<file path="src/rtl/condicionador_botoes_pkg.sv">
// Shared definitions for the pedestrian push-button conditioner:
// debounce state encoding, default timing constants and a counter-width helper.
package condicionador_botoes_pkg;

   typedef enum logic [1:0] {
      SOLTO       = 2'd0,
      CONF_PRESS  = 2'd1,
      PRESSIONADO = 2'd2,
      CONF_SOLTA  = 2'd3
   } estado_deb_t;

   localparam int unsigned DEBOUNCE_CYCLES_DEF = 16;
   localparam int unsigned LOCKOUT_CYCLES_DEF  = 8;
   localparam bit          ATIVO_BAIXO_DEF     = 1'b1;

   // Bits needed to hold 0..max_val; never less than one bit.
   function automatic int unsigned largura_cnt(input int unsigned max_val);
      if (max_val == 0) return 1;
      return 32'($clog2(max_val + 1));
   endfunction

endpackage

</file>
<file path="src/rtl/condicionador_botoes_if.sv">
// Button-side and controller-side signals of the conditioner, bundled for port use.
interface condicionador_botoes_if;

   logic botao_A_raw;
   logic botao_B_raw;
   logic ack_A;
   logic ack_B;
   logic clk_blinker;
   logic botao_A;
   logic botao_B;
   logic pulso_A;
   logic pulso_B;
   logic pedido_A;
   logic pedido_B;
   logic led_espera_A;
   logic led_espera_B;

   modport master (
      output botao_A_raw, botao_B_raw, ack_A, ack_B, clk_blinker,
      input  botao_A, botao_B, pulso_A, pulso_B, pedido_A, pedido_B,
             led_espera_A, led_espera_B
   );

   modport slave (
      input  botao_A_raw, botao_B_raw, ack_A, ack_B, clk_blinker,
      output botao_A, botao_B, pulso_A, pulso_B, pedido_A, pedido_B,
             led_espera_A, led_espera_B
   );

endinterface

</file>
<file path="src/rtl/condicionador_botoes_canal_botao.sv">
// One button channel: polarity fix, 2-FF synchroniser, debounce FSM,
// press pulse, latched request and post-ack lockout.
module canal_botao
   import condicionador_botoes_pkg::*;
#(
   parameter int unsigned DEBOUNCE_CYCLES = DEBOUNCE_CYCLES_DEF,
   parameter int unsigned LOCKOUT_CYCLES  = LOCKOUT_CYCLES_DEF,
   parameter bit          ATIVO_BAIXO     = ATIVO_BAIXO_DEF
) (
   input  logic clk,
   input  logic reset,
   input  logic botao_raw,
   input  logic ack,
   output logic botao,
   output logic pulso,
   output logic pedido
);

   localparam int unsigned CW = largura_cnt(DEBOUNCE_CYCLES);
   localparam int unsigned LW = largura_cnt(LOCKOUT_CYCLES);
   localparam logic [CW-1:0] CNT_FIM  = CW'(DEBOUNCE_CYCLES - 1);
   localparam logic [LW-1:0] LOCK_INI = LW'(LOCKOUT_CYCLES);

   logic          nivel;
   logic          s1, s2;
   estado_deb_t   estado, estado_prox;
   logic [CW-1:0] cnt, cnt_prox;
   logic          botao_prox, pulso_prox;
   logic [LW-1:0] lock_cnt;
   logic          lockout_ativo;
   logic          aceita;

   // Normalise to 1 = pressed before synchronising.
   assign nivel = ATIVO_BAIXO ? ~botao_raw : botao_raw;

   always_ff @(posedge clk or posedge reset) begin
      if (reset) begin
         s1 <= 1'b0;
         s2 <= 1'b0;
      end else begin
         s1 <= nivel;
         s2 <= s1;
      end
   end

   always_ff @(posedge clk or posedge reset) begin
      if (reset) begin
         estado <= SOLTO;
         cnt    <= '0;
         botao  <= 1'b0;
         pulso  <= 1'b0;
      end else begin
         estado <= estado_prox;
         cnt    <= cnt_prox;
         botao  <= botao_prox;
         pulso  <= pulso_prox;
      end
   end

   // A level must hold DEBOUNCE_CYCLES samples in a row to be accepted.
   always_comb begin
      estado_prox = estado;
      cnt_prox    = cnt;
      case (estado)
         SOLTO: begin
            if (s2) begin
               estado_prox = CONF_PRESS;
               cnt_prox    = CW'(1);
            end
         end
         CONF_PRESS: begin
            if (!s2) begin
               estado_prox = SOLTO;
               cnt_prox    = '0;
            end else if (cnt == CNT_FIM) begin
               estado_prox = PRESSIONADO;
               cnt_prox    = '0;
            end else begin
               cnt_prox = cnt + CW'(1);
            end
         end
         PRESSIONADO: begin
            if (!s2) begin
               estado_prox = CONF_SOLTA;
               cnt_prox    = CW'(1);
            end
         end
         CONF_SOLTA: begin
            if (s2) begin
               estado_prox = PRESSIONADO;
               cnt_prox    = '0;
            end else if (cnt == CNT_FIM) begin
               estado_prox = SOLTO;
               cnt_prox    = '0;
            end else begin
               cnt_prox = cnt + CW'(1);
            end
         end
         default: begin
            estado_prox = SOLTO;
            cnt_prox    = '0;
         end
      endcase
      botao_prox = (estado_prox == PRESSIONADO) || (estado_prox == CONF_SOLTA);
      pulso_prox = (estado == CONF_PRESS) && (estado_prox == PRESSIONADO);
   end

   assign lockout_ativo = (lock_cnt != '0);
   assign aceita        = pulso && !lockout_ativo;

   // Accepted press beats a simultaneous ack; only a consumed request arms the lockout.
   always_ff @(posedge clk or posedge reset) begin
      if (reset) begin
         pedido   <= 1'b0;
         lock_cnt <= '0;
      end else begin
         if (aceita)   pedido <= 1'b1;
         else if (ack) pedido <= 1'b0;

         if (ack && pedido)       lock_cnt <= LOCK_INI;
         else if (lockout_ativo)  lock_cnt <= lock_cnt - LW'(1);
      end
   end

endmodule

</file>
<file path="src/rtl/condicionador_botoes.sv">
// Two-channel pedestrian button conditioner with blink-gated wait LEDs.
module condicionador_botoes
   import condicionador_botoes_pkg::*;
#(
   parameter int unsigned DEBOUNCE_CYCLES = DEBOUNCE_CYCLES_DEF,
   parameter int unsigned LOCKOUT_CYCLES  = LOCKOUT_CYCLES_DEF,
   parameter bit          ATIVO_BAIXO     = ATIVO_BAIXO_DEF
) (
   input  logic                  clk,
   input  logic                  reset,
   condicionador_botoes_if.slave bus
);

   logic botao_a, botao_b, pulso_a, pulso_b, pedido_a, pedido_b;
   logic blink_s1, blink_s;

   canal_botao #(
      .DEBOUNCE_CYCLES (DEBOUNCE_CYCLES),
      .LOCKOUT_CYCLES  (LOCKOUT_CYCLES),
      .ATIVO_BAIXO     (ATIVO_BAIXO)
   ) u_canal_a (
      .clk       (clk),
      .reset     (reset),
      .botao_raw (bus.botao_A_raw),
      .ack       (bus.ack_A),
      .botao     (botao_a),
      .pulso     (pulso_a),
      .pedido    (pedido_a)
   );

   canal_botao #(
      .DEBOUNCE_CYCLES (DEBOUNCE_CYCLES),
      .LOCKOUT_CYCLES  (LOCKOUT_CYCLES),
      .ATIVO_BAIXO     (ATIVO_BAIXO)
   ) u_canal_b (
      .clk       (clk),
      .reset     (reset),
      .botao_raw (bus.botao_B_raw),
      .ack       (bus.ack_B),
      .botao     (botao_b),
      .pulso     (pulso_b),
      .pedido    (pedido_b)
   );

   // The blink source is asynchronous data, so it gets its own synchroniser.
   always_ff @(posedge clk or posedge reset) begin
      if (reset) begin
         blink_s1 <= 1'b0;
         blink_s  <= 1'b0;
      end else begin
         blink_s1 <= bus.clk_blinker;
         blink_s  <= blink_s1;
      end
   end

   assign bus.botao_A      = botao_a;
   assign bus.botao_B      = botao_b;
   assign bus.pulso_A      = pulso_a;
   assign bus.pulso_B      = pulso_b;
   assign bus.pedido_A     = pedido_a;
   assign bus.pedido_B     = pedido_b;
   assign bus.led_espera_A = pedido_a & blink_s;
   assign bus.led_espera_B = pedido_b & blink_s;

endmodule

</file>
<file path="src/flat_wrapper.sv">
// flat-port wrapper written by rule: the top's interface ports become plain ports
module condicionador_botoes_flat import condicionador_botoes_pkg::*;
#(
   parameter int unsigned DEBOUNCE_CYCLES = DEBOUNCE_CYCLES_DEF,
   parameter int unsigned LOCKOUT_CYCLES  = LOCKOUT_CYCLES_DEF,
   parameter bit          ATIVO_BAIXO     = ATIVO_BAIXO_DEF
)
  (clk, reset, bus_botao_A_raw, bus_botao_B_raw, bus_ack_A, bus_ack_B, bus_clk_blinker, bus_botao_A, bus_botao_B, bus_pulso_A, bus_pulso_B, bus_pedido_A, bus_pedido_B, bus_led_espera_A, bus_led_espera_B);
  condicionador_botoes_if bus_i ();
  input  logic clk;
  input  logic reset;
  input wire logic [$bits(bus_i.botao_A_raw)-1:0] bus_botao_A_raw;
  input wire logic [$bits(bus_i.botao_B_raw)-1:0] bus_botao_B_raw;
  input wire logic [$bits(bus_i.ack_A)-1:0] bus_ack_A;
  input wire logic [$bits(bus_i.ack_B)-1:0] bus_ack_B;
  input wire logic [$bits(bus_i.clk_blinker)-1:0] bus_clk_blinker;
  output wire logic [$bits(bus_i.botao_A)-1:0] bus_botao_A;
  output wire logic [$bits(bus_i.botao_B)-1:0] bus_botao_B;
  output wire logic [$bits(bus_i.pulso_A)-1:0] bus_pulso_A;
  output wire logic [$bits(bus_i.pulso_B)-1:0] bus_pulso_B;
  output wire logic [$bits(bus_i.pedido_A)-1:0] bus_pedido_A;
  output wire logic [$bits(bus_i.pedido_B)-1:0] bus_pedido_B;
  output wire logic [$bits(bus_i.led_espera_A)-1:0] bus_led_espera_A;
  output wire logic [$bits(bus_i.led_espera_B)-1:0] bus_led_espera_B;
  assign bus_i.botao_A_raw = bus_botao_A_raw;
  assign bus_i.botao_B_raw = bus_botao_B_raw;
  assign bus_i.ack_A = bus_ack_A;
  assign bus_i.ack_B = bus_ack_B;
  assign bus_i.clk_blinker = bus_clk_blinker;
  assign bus_botao_A = bus_i.botao_A;
  assign bus_botao_B = bus_i.botao_B;
  assign bus_pulso_A = bus_i.pulso_A;
  assign bus_pulso_B = bus_i.pulso_B;
  assign bus_pedido_A = bus_i.pedido_A;
  assign bus_pedido_B = bus_i.pedido_B;
  assign bus_led_espera_A = bus_i.led_espera_A;
  assign bus_led_espera_B = bus_i.led_espera_B;
  condicionador_botoes #(.DEBOUNCE_CYCLES(DEBOUNCE_CYCLES), .LOCKOUT_CYCLES(LOCKOUT_CYCLES), .ATIVO_BAIXO(ATIVO_BAIXO)) u_core (.clk(clk), .reset(reset), .bus(bus_i));
endmodule
</file>
<file path="config.mk">
export PLATFORM = sky130hd
export DESIGN_NAME = condicionador_botoes_flat
export DESIGN_NICKNAME = d
export VERILOG_FILES = /design/src/rtl/condicionador_botoes_pkg.sv /design/src/rtl/condicionador_botoes_if.sv /design/src/rtl/condicionador_botoes_canal_botao.sv /design/src/rtl/condicionador_botoes.sv /design/src/flat_wrapper.sv
export SDC_FILE = /design/constraint.sdc
export NUM_CORES = 1
export LEC_CHECK = 0
export ABC_AREA = 0
export CORE_ASPECT_RATIO = 2
export CORE_MARGIN = 8
export CORE_UTILIZATION = 30
export CTS_BUF_LIST = sky130_fd_sc_hd__clkbuf_16
export DETAILED_ROUTE_END_ITERATION = 10
export HOLD_SLACK_MARGIN = 0.05
export PLACE_DENSITY = 0.51
export SLEW_MARGIN = 20
export SYNTH_ARGS = -nofsm -noshare
export SYNTH_HDL_FRONTEND = slang
export SYNTH_HIERARCHICAL = 1
export SYNTH_SLANG_ARGS = --single-unit
</file>
<file path="constraint.sdc">
create_clock -name clk -period 3.25 [get_ports clk]
set_input_delay 0.65 -clock clk [delete_from_list [all_inputs] [get_ports clk]]
set_output_delay 0.65 -clock clk [all_outputs]
set_load 0.01 [all_outputs]
</file>
==> results of run 1 <==
## kinds of logic (layout without fill, tap and decap cells)
family | count (synthesis) | after routing
flops | 34 | 34
buf+inv | 15 | 37
fa+ha+maj | 6 | 6
mux | 4 | 4
compound gates | 24 | 24
simple gates | 34 | 34
xor+xnor | 12 | 12
## cells in the final DEF, fill, tap and decap left out, types with 2 or more instances in the layout
cell type                         instances
sky130_fd_sc_hd__a21oi_1                  4
sky130_fd_sc_hd__a221oi_1                 2
sky130_fd_sc_hd__a311oi_1                 2
sky130_fd_sc_hd__and2_1                   2
sky130_fd_sc_hd__and4b_2                  2
sky130_fd_sc_hd__clkbuf_16                5
sky130_fd_sc_hd__clkdlybuf4s50_1         14
sky130_fd_sc_hd__dfrtp_1                 34
sky130_fd_sc_hd__ha_1                     6
sky130_fd_sc_hd__inv_1                   16
sky130_fd_sc_hd__mux2_2                   4
sky130_fd_sc_hd__nand2_1                  8
sky130_fd_sc_hd__nand3_1                  6
sky130_fd_sc_hd__nand4b_1                 2
sky130_fd_sc_hd__nor2_1                   4
sky130_fd_sc_hd__nor2b_1                  2
sky130_fd_sc_hd__nor3_1                   2
sky130_fd_sc_hd__nor3b_1                  2
sky130_fd_sc_hd__nor3b_2                  2
sky130_fd_sc_hd__o211ai_1                 2
sky130_fd_sc_hd__o21a_1                   4
sky130_fd_sc_hd__o21ai_0                  6
sky130_fd_sc_hd__o2bb2ai_1                4
sky130_fd_sc_hd__or3_1                    2
sky130_fd_sc_hd__xnor2_1                  6
sky130_fd_sc_hd__xor2_1                   6
## state kept, by name, summed over array words and instances, names as in the netlist, 2 cells and up
name                       count
u_core/u_canal_b/cnt           5
u_core/u_canal_a/lock_cnt      4
u_core/u_canal_a/estado        2
u_core/u_canal_a/cnt           5
u_core/u_canal_b/estado        2
u_core/u_canal_b/lock_cnt      4
## metal layers
layer / vias to the layer above / GRT usage [%]
li1: 483 / -
met1: 505 / 7.86
met4: 0 / 4.73
met5: - / 0
met2: 12 / 14.7
met3: 2 / 3.10
## worst register-to-register path, cell delays in order, from the launching register on
cell and delay [ns]:
sky130_fd_sc_hd__dfrtp_1 0.40, sky130_fd_sc_hd__ha_1 0.25, sky130_fd_sc_hd__and4b_2 0.24, sky130_fd_sc_hd__or3_1 0.34, sky130_fd_sc_hd__o2bb2ai_1 0.17
## power by group
part | internal [mW] | switching (mW)
registers | 0.494 | 0.0521
logic | 0.130 | 0.148
clock network | 0.276 | 0.152
total | 0.900 | 0.353
## final cells by class
cell class,count,area (sq um)
Sequential cell,34,851
Inverter,15,56.3
Tap cell,57,71.3
Timing Repair Buffer,14,140
Clock buffer,5,125
Multi-Input combinational cell,80,593
Clock inverter,3,12.5
Fill cell,482,3020
## through the flow
step / hold WS [ns] / worst slack (ns)
after detailed placement: 0.338 / 1.52
after global routing: 0.365 / 1.17
after global placement: 0.334 / 1.54
final: 0.347 / 1.24
after floorplan: 0.331 / 1.87
after CTS: 0.349 / 1.23
## final timing paths
check                                          endpoint  depth (start not counted)               startpoint
worst min register to register      u_core/u_canal_a/s2                          0      u_core/u_canal_a/s1
worst max register to register  u_core/u_canal_a/cnt[1]                          4  u_core/u_canal_a/cnt[0]
min in group asynchronous               u_core/blink_s1                          2                    reset
worst min-delay path                u_core/u_canal_a/s2                          0      u_core/u_canal_a/s1
worst max-delay path                   bus_led_espera_A                          2  u_core/u_canal_a/pedido
max in group asynchronous           u_core/u_canal_a/s2                          2                    reset
==> load_flow_metrics.sql, run 1 <==
INSERT INTO impl_metrics (metric_group, metric, value, unit) VALUES
('clocking', 'hold_buffers', '0', ''),
('placement', 'globalplace.congestion', '0.787', ''),
('yosys', 'synth_area_in_xor_xnor', '7.01', '%'),
('timing', 'crit_share_post_route', '61.8', '%'),
('yosys', 'leading_area_contributor_after_synthesis', 'sky130_fd_sc_hd__dfrtp_1', ''),
('yosys', 'yosysMostFrequentCell', 'sky130_fd_sc_hd__dfrtp_1', ''),
('pwr', 'ratio_of_total_power_to_cell_area', '677', 'nW/um^2'),
('yosys', 'yosys_synthesis_warning_count', '6', ''),
('floorplanning', 'die_y', '116', 'um'),
('yosys', 'number_of_synthesized_flops_with_an_enable_pin', '0', ''),
('yosys', 'synth-compound-area-share', '11.0', '%'),
('drt', 'detailedRoute.firstPassIterationCount', '4', ''),
('clocking', 'numCtsBuffers', '5', ''),
('timing', 'setup-tns-final', '0', 'ns'),
('timing', 'final_period_minus_worst_setup_slack', '2.01', 'ns'),
('critical_path', 'critical_path_type', 'reg -> out', ''),
('critical_path', 'crit_required', '2.60', 'ns'),
('floorplanning', 'die_w', '66.0', 'um'),
('cells_and_area', 'postLayoutCellArea', '1850', 'sq um'),
('clocking', 'clk_path_buf_depth', '2', ''),
('drt', 'detailroute.wirelength.met3', '133', 'um'),
('timing', 'maxSlewHeadroom', '59.0', '%'),
('critical_path', 'critical_path_buf_inv_count', '1', ''),
('yosys', 'syn_inst', '129', ''),
('floorplanning', 'io-pin-count', '15', ''),
('floorplanning', 'fp.dieArea', '7660', 'sq um'),
('clocking', 'cts.clk_slew.worst_paths', '0.05', 'ns'),
('cells_and_area', 'antenna_cells_inserted', '0', ''),
('drt', 'post_drt_wl_per_cell', '13.1', 'um'),
('drt', 'count_of_nets_left_with_antenna_violations_after_detail_routing', '0', ''),
('drt', 'highest_layer', 'met4', ''),
('yosys', 'synth-async-reset-ratio', '100', '%'),
('drt', 'routed-via-count', '1002', ''),
('timing', 'maxSlewViolCount', '0', ''),
('cells_and_area', 'layout.core_utilization', '38.0', '%'),
('yosys', 'synthesis.nets', '142', ''),
('drt', 'drc', '0', ''),
('floorplanning', 'initial_util', '30.8', '%'),
('timing', 'max_freq', '498', 'MHz'),
('yosys', 'synth_simple_gate_area_share', '13.5', '%'),
('timing', 'clock-skew-final', '0.00242', 'ns'),
('placement', 'place_area', '1710', 'sq um'),
('grt', 'grt_start_max_net_pins', '17', ''),
('pwr', 'power', '1.25', 'mW'),
('yosys', 'synth.ff_latch_count', '34', ''),
('pwr', 'leakage', '0.836', 'nW'),
('cells_and_area', 'instances_no_fill', '208', ''),
('placement', 'port_buffers', '14', ''),
('yosys', 'post_synth_mux_area_share', '3.00', '%'),
('yosys', 'synthesis.area', '1500', 'sq um'),
('grt', 'total_congestion_overflow', '0', ''),
('drt', 'route.met2.wl', '1490', 'um'),
('grt', 'number_of_antenna_violations_at_the_first_check_in_global_routing', '0', ''),
('worst_hold_path', 'holdCritPathClass', 'reg -> reg', ''),
('status', 'status', 'completed', ''),
('yosys', 'synth_area_per_cell', '11.6', 'sq um'),
('flow_run', 'max_cap_viol_count', '0', ''),
('placement', 'dp_hpwl', '2050', 'um'),
('drt', 'vias_per_cell', '4.82', ''),
('yosys', 'synth.cells.most_frequent', '34 x sky130_fd_sc_hd__dfrtp_1, 15 x sky130_fd_sc_hd__inv_1, 8 x sky130_fd_sc_hd__nand2_1', ''),
('grt', 'via_count_of_the_first_global_routing_pass', '1099', ''),
('clocking', 'ctsRootBufferMaster', 'sky130_fd_sc_hd__clkbuf_16', ''),
('cells_and_area', 'area.growth.synth_to_final', '23.3', '%'),
('critical_path', 'cpPeakStageDelay', '0.53', 'ns'),
('critical_path', 'arrival', '1.36', 'ns'),
('critical_path', 'cpMaxStageDelayCell', 'sky130_fd_sc_hd__clkdlybuf4s50_1', ''),
('drt', 'finalWirelength', '2730', 'um'),
('critical_path', 'critical_path.cell_chain', 'and2_1 > clkdlybuf4s50_1', ''),
('critical_path', 'rrSetupSlack', '1.77', 'ns'),
('clocking', 'htree_num_levels', '2', ''),
('critical_path', 'timing.critical_path.max_delay_family', 'buffers and inverters', '');
Power figures use the tool's default switching activity.
==> run 2, diff against run 1 <==
--- a/config.mk
+++ b/config.mk
@@ -12,7 +12,7 @@
 export CTS_BUF_LIST = sky130_fd_sc_hd__clkbuf_16
 export DETAILED_ROUTE_END_ITERATION = 10
 export HOLD_SLACK_MARGIN = 0.05
-export PLACE_DENSITY = 0.51
+export PLACE_DENSITY = 0.53
 export SLEW_MARGIN = 20
 export SYNTH_ARGS = -nofsm -noshare
 export SYNTH_HDL_FRONTEND = slang
==> constraint.sdc (replaced) <==
create_clock -name clk -period 1.6 [get_ports clk]
set_input_delay 0.32 -clock clk [delete_from_list [all_inputs] [get_ports clk]]
set_output_delay 0.32 -clock clk [all_outputs]
set_load 0.01 [all_outputs]
==> load_flow_metrics.sql, run 2 (synthesized netlist as in run 1, its figures left out) <==
INSERT INTO impl_metrics (metric_group, metric, value, unit) VALUES
('cells_and_area', 'layout.core_utilization', '38.6', '%'),
('drt', 'initialDrtViolationCount', '27', ''),
('grt', 'grt_pass1_wl', '4920', 'um'),
('timing', 'clock-skew-final', '0.00111', 'ns'),
('grt', 'total_congestion_overflow', '0', ''),
('drt', 'finalWirelength', '2740', 'um'),
('cells_and_area', 'final_net_count', '167', ''),
('clocking', 'clock_latency', '0.27', 'ns'),
('timing', 'maxSlewViolCount', '0', ''),
('timing', 'setup-tns-final', '0', 'ns'),
('clocking', 'count_of_clock_tree_sinks', '34', ''),
('timing', 'final_period_minus_worst_setup_slack', '1.54', 'ns'),
('timing', 'setup_viol_count_final', '0', ''),
('flow_run', 'max_cap_viol_count', '0', ''),
('drt', 'vias_per_cell', '4.81', ''),
('placement', 'port_buffers', '14', ''),
('clocking', 'hold_buffers', '0', ''),
('status', 'status', 'completed', ''),
('clocking', 'numCtsBuffers', '5', ''),
('cells_and_area', 'biggestRegsByFlops', 'u_core/u_canal_a/cnt: 5 flops, u_core/u_canal_b/cnt: 5 flops', ''),
('critical_path', 'cp-end-kind', 'output pin', ''),
('cells_and_area', 'instances_no_fill', '212', ''),
('cells_and_area', 'area.growth.synth_to_final', '25.1', '%'),
('drt', 'post_drt_wl_per_cell', '12.9', 'um'),
('pwr', 'worst_ir_drop_vdd', '0.000708', 'V'),
('floorplanning', 'initial_util', '30.8', '%'),
('critical_path', 'timing.critical_path.max_delay_family', 'buffers and inverters', ''),
('clocking', 'ctsRootBufferMaster', 'sky130_fd_sc_hd__clkbuf_16', ''),
('drt', 'detailedRoute.firstPassIterationCount', '3', ''),
('pwr', 'ratio_of_total_power_to_cell_area', '1350', 'nW/um^2'),
('clocking', 'tritoncts_clock_tree', 'yes', ''),
('placement', 'globalplace.congestion', '0.700', ''),
('worst_hold_path', 'holdCritPathClass', 'in -> async', ''),
('timing', 'maxSlewHeadroom', '74.8', '%'),
('floorplanning', 'die_w', '66.0', 'um'),
('grt', 'number_of_antenna_violations_at_the_first_check_in_global_routing', '0', ''),
('critical_path', 'crit_required', '1.28', 'ns'),
('cells_and_area', 'most_common_cell_after_layout_fill_and_taps_aside', 'sky130_fd_sc_hd__dfrtp_1', ''),
('floorplanning', 'design.core.area', '4860', 'sq um'),
('critical_path', 'cpMaxStageDelayCell', 'sky130_fd_sc_hd__clkdlybuf4s50_1', ''),
('timing', 'setup_repair_after_global_routing_missed_its_margin', 'false', ''),
('critical_path', 'worstPathMaxFanout', '3', ''),
('grt', 'grt_start_max_net_pins', '17', ''),
('drt', 'route.met2.wl', '1480', 'um'),
('critical_path', 'critical_path_buf_inv_count', '1', ''),
('drt', 'met1_length', '1040', 'um'),
('clocking', 'htree_num_levels', '2', ''),
('cells_and_area', 'post_route_cells_drive_above_1_share', '11.6', '%'),
('placement', 'place_area', '1730', 'sq um'),
('pwr', 'power', '2.53', 'mW'),
('floorplanning', 'fp.dieArea', '7660', 'sq um'),
('placement', 'dp_hpwl', '2070', 'um'),
('drt', 'drc', '0', ''),
('critical_path', 'critical_path_type', 'reg -> out', ''),
('timing', 'final.setup.worst_slack', '0.0617', 'ns'),
('grt', 'groute.usage.overall', '8.35', '%'),
('cells_and_area', 'antenna_cells_inserted', '0', ''),
('drt', 'detailroute.wirelength.met3', '150', 'um'),
('floorplanning', 'placement_rows', '36', ''),
('clocking', 'cts.clk_slew.worst_paths', '0.05', 'ns'),
('critical_path', 'crit_path_start_kind', 'register', ''),
('floorplanning', 'io-pin-count', '15', ''),
('timing', 'worst_hold_margin', '0.252', 'ns'),
('floorplanning', 'die_y', '116', 'um'),
('cells_and_area', 'layout.cells.most_common_list', '34 x sky130_fd_sc_hd__dfrtp_1, 16 x sky130_fd_sc_hd__inv_1, 12 x sky130_fd_sc_hd__clkdlybuf4s50_1, 8 x sky130_fd_sc_hd__nand2_1', ''),
('drt', 'count_of_nets_left_with_antenna_violations_after_detail_routing', '0', ''),
('timing', 'final_hold_vios', '0', ''),
('pwr', 'leakage', '0.866', 'nW'),
('grt', 'via_count_of_the_first_global_routing_pass', '1121', ''),
('clocking', 'clk_path_buf_depth', '2', ''),
('drt', 'routed-via-count', '1020', ''),
('timing', 'max_freq', '650', 'MHz'),
('timing', 'crit_share_post_route', '96.1', '%'),
('placement', 'numPlacedInstances', '202', ''),
('drt', 'highest_layer', 'met4', ''),
('critical_path', 'cpPeakStageDelay', '0.57', 'ns'),
('critical_path', 'critical_path.cell_chain', 'clkdlybuf4s50_1', ''),
('cells_and_area', 'postLayoutCellArea', '1880', 'sq um'),
('critical_path', 'arrival', '1.22', 'ns'),
('placement', 'detailedPlace.worstSlack', '0.117', 'ns'),
('timing', 'timing_worst_slew_pin_value', '0.377', 'ns');
-- run 2: area by class of cell --
class | instances | area (sq um)
clock buffers | 5 | 125
clock inverters | 3 | 12.5
fillers | 499 | 2990
inverters | 15 | 56.3
multi-input cells | 80 | 593
flip-flops and latches | 34 | 851
well taps | 57 | 71.3
repair buffers | 18 | 168
-- run 2: worst paths after layout --
| check | endpoint | slack [ns] | startpoint | cells past startpoint |
|---|---|---|---|---|
| max in group asynchronous | u_core/u_canal_b/lock_cnt[1] | 1.01 | reset | 3 |
| worst max register to register | u_core/u_canal_a/botao | 0.12 | u_core/u_canal_a/cnt[0] | 4 |
| worst min register to register | u_core/blink_s | 0.35 | u_core/blink_s1 | 0 |
| min in group clk | u_core/blink_s | 0.35 | u_core/blink_s1 | 0 |
| worst max-delay path | bus_pedido_A | 0.06 | u_core/u_canal_a/pedido | 1 |
| worst min-delay path | u_core/blink_s1 | 0.25 | reset | 2 |
-- run 2: where the power goes --
part           switching [mW]  total [mW]  internal (mW)
sequential              0.104        1.11           1.00
combinational           0.279       0.547          0.268
clock                   0.316       0.877          0.561
-- run 2: routing by layer --
| metal | vias up | global-route usage (%) |
|---|---|---|
| li1 | 497 | - |
| met4 | 0 | 4.73 |
| met1 | 502 | 7.91 |
| met5 | - | 0 |
| met3 | 5 | 2.90 |
| met2 | 16 | 14.9 |
-- run 2: repair_timing --
item,4_1_cts,5_1_grt
setup endpoints to repair,3,0
setup buffers,2,0
endpoints found under the hold margin,0,0
resized for setup,2,0
==> run 3, diff against run 2 <==
--- a/config.mk
+++ b/config.mk
@@ -13,6 +13,7 @@
 export DETAILED_ROUTE_END_ITERATION = 10
 export HOLD_SLACK_MARGIN = 0.05
 export PLACE_DENSITY = 0.53
+export SETUP_SLACK_MARGIN = 0.15
 export SLEW_MARGIN = 20
 export SYNTH_ARGS = -nofsm -noshare
 export SYNTH_HDL_FRONTEND = slang
==> load_flow_metrics.sql, run 3 (synthesized netlist as in run 1, its figures left out) <==
INSERT INTO impl_metrics (metric_group, metric, value, unit) VALUES
('grt', 'grt_most_used_layer', 'met2', ''),
('placement', 'dp_hpwl', '2070', 'um'),
('clocking', 'count_of_clock_tree_sinks', '34', ''),
('clocking', 'clk_path_buf_depth', '2', ''),
('clocking', 'numCtsBuffers', '5', ''),
('drt', 'vias_per_cell', '4.79', ''),
('clocking', 'hold_buffers', '0', ''),
('timing', 'worst_hold_margin', '0.253', 'ns'),
('floorplanning', 'placement_rows', '36', ''),
('status', 'status', 'completed', ''),
('timing', 'maxSlewHeadroom', '76.1', '%'),
('critical_path', 'cp-end-kind', 'register', ''),
('critical_path', 'crit_path_start_kind', 'register', ''),
('placement', 'globalplace.congestion', '0.700', ''),
('floorplanning', 'die_y', '116', 'um'),
('grt', 'met1_usage', '8.02', '%'),
('cells_and_area', 'postLayoutCellArea', '1990', 'sq um'),
('timing', 'final_period_minus_worst_setup_slack', '1.44', 'ns'),
('drt', 'finalWirelength', '2970', 'um'),
('grt', 'grt_start_max_net_pins', '17', ''),
('critical_path', 'arrival', '1.64', 'ns'),
('drt', 'detailedRoute.firstPassIterationCount', '4', ''),
('cells_and_area', 'antenna_cells_inserted', '0', ''),
('pwr', 'worst_ir_drop_vdd', '0.000716', 'V'),
('cells_and_area', 'biggestRegsByFlops', 'u_core/u_canal_a/cnt: 5 flops, u_core/u_canal_b/cnt: 5 flops', ''),
('timing', 'clock-skew-final', '0.00176', 'ns'),
('timing', 'setup-tns-final', '0', 'ns'),
('pwr', 'leakage', '0.941', 'nW'),
('grt', 'total_congestion_overflow', '0', ''),
('worst_hold_path', 'holdCritPathClass', 'in -> async', ''),
('floorplanning', 'io-pin-count', '15', ''),
('placement', 'port_buffers', '14', ''),
('critical_path', 'worstPathMaxFanout', '4', ''),
('drt', 'routed-via-count', '1048', ''),
('grt', 'number_of_antenna_violations_at_the_first_check_in_global_routing', '0', ''),
('clocking', 'htree_num_levels', '2', ''),
('timing', 'max_freq', '695', 'MHz'),
('clocking', 'cts.clk_slew.worst_paths', '0.05', 'ns'),
('clocking', 'ctsRootBufferMaster', 'sky130_fd_sc_hd__clkbuf_16', ''),
('drt', 'drc', '0', ''),
('grt', 'groute.usage.overall', '8.39', '%'),
('timing', 'final.setup.worst_slack', '0.160', 'ns'),
('floorplanning', 'design.core.area', '4860', 'sq um'),
('floorplanning', 'fp.dieArea', '7660', 'sq um'),
('critical_path', 'critical_path_type', 'reg -> reg', ''),
('grt', 'globalRouteMet2Util', '14.9', '%'),
('cells_and_area', 'most_common_cell_after_layout_fill_and_taps_aside', 'sky130_fd_sc_hd__dfrtp_1', ''),
('critical_path', 'crit_required', '1.80', 'ns'),
('drt', 'post_drt_wl_per_cell', '13.6', 'um'),
('cells_and_area', 'layout.cells.most_common_list', '33 x sky130_fd_sc_hd__dfrtp_1, 16 x sky130_fd_sc_hd__inv_1, 11 x sky130_fd_sc_hd__buf_4, 8 x sky130_fd_sc_hd__dlygate4sd2_1', ''),
('timing', 'timing_worst_slew_pin_value', '0.357', 'ns'),
('timing', 'final_hold_vios', '0', ''),
('clocking', 'tritoncts_clock_tree', 'yes', ''),
('drt', 'initialDrtViolationCount', '32', ''),
('cells_and_area', 'layout.core_utilization', '40.8', '%'),
('cells_and_area', 'area.growth.synth_to_final', '32.4', '%'),
('grt', 'grt_pass1_wl', '4950', 'um'),
('placement', 'detailedPlace.worstSlack', '0.117', 'ns'),
('grt', 'globalRouteMet3Util', '2.90', '%'),
('drt', 'count_of_nets_left_with_antenna_violations_after_detail_routing', '0', ''),
('flow_run', 'max_cap_viol_count', '0', ''),
('timing', 'maxSlewViolCount', '0', ''),
('timing', 'crit_share_post_route', '90.0', '%'),
('timing', 'setup_repair_after_global_routing_missed_its_margin', 'true', ''),
('grt', 'via_count_of_the_first_global_routing_pass', '1126', ''),
('floorplanning', 'die_w', '66.0', 'um'),
('pwr', 'ratio_of_total_power_to_cell_area', '1340', 'nW/um^2'),
('cells_and_area', 'final_net_count', '174', ''),
('floorplanning', 'initial_util', '30.8', '%'),
('clocking', 'clock_latency', '0.27', 'ns'),
('cells_and_area', 'post_route_cells_drive_above_1_share', '20.4', '%'),
('placement', 'place_area', '1730', 'sq um'),
('timing', 'setup_viol_count_final', '0', '');
## run 3: changes by cell type in the layout (fill, tap and decap cells not counted), sizes merged
cell           delta
buf               +7
clkdlybuf4s50     -6
dlygate4sd2       +6
## run 3: through the flow
| step | instances | power [mW] |
|---|---|---|
| finish | 219 | 2.65 |
| global route | 219 | 2.83 |
| CTS | 212 | 2.60 |
| detailed placement | 202 | 1.68 |
| global placement | 202 | 1.64 |
| floorplan | 129 | 1.54 |
## run 3: worst max-delay path, cell delays in order, from the launching register on
cell	delay, ns
sky130_fd_sc_hd__dfrtp_1	0.43
sky130_fd_sc_hd__ha_4	0.20
sky130_fd_sc_hd__and4b_2	0.24
sky130_fd_sc_hd__or3_4	0.36
sky130_fd_sc_hd__o2bb2ai_4	0.14
## run 3: layout make-up
| type | count | area, sq um |
|---|---|---|
| fill | 492 | 2880 |
| sequential | 34 | 852 |
| multi-input combinational | 80 | 656 |
| timing repair buffer | 25 | 213 |
| clock buffer | 5 | 125 |
| tap | 57 | 71.3 |
| inverter | 15 | 56.3 |
| clock inverter | 3 | 12.5 |
## run 3: report_power, final
group          leakage [nW]  switching (mW)  internal (mW)
Clock                0.0724           0.316          0.561
Sequential            0.431           0.129           1.00
Combinational         0.437           0.311          0.332
Total                 0.941           0.756           1.90
## run 3: worst paths after layout
path | startpoint | to | slack [ns] | cells after the start
setup reg to reg | u_core/u_canal_a/cnt[0] | u_core/u_canal_a/cnt[1] | 0.16 | 4
min in group clk | u_core/blink_s1 | u_core/blink_s | 0.35 | 0
hold / removal | reset | u_core/blink_s1 | 0.25 | 2
hold reg to reg | u_core/blink_s1 | u_core/blink_s | 0.35 | 0
setup / recovery | u_core/u_canal_a/cnt[0] | u_core/u_canal_a/cnt[1] | 0.16 | 4
max in group asynchronous | reset | u_core/u_canal_a/cnt[1] | 1.00 | 3
## run 3: per-layer routing
layer,part of all wire [%],vias to the layer above,wire (um)
li1,-,509,-
met1,39,518,1150
met2,54,16,1590
met3,5.2,5,155
met4,2.6,0,76
met5,0,-,0
## run 3: what timing repair did
action,CTS,global route
setup buffers,2,7
endpoints found under the setup margin,15,12
resized for setup,11,9
pin swaps,0,2
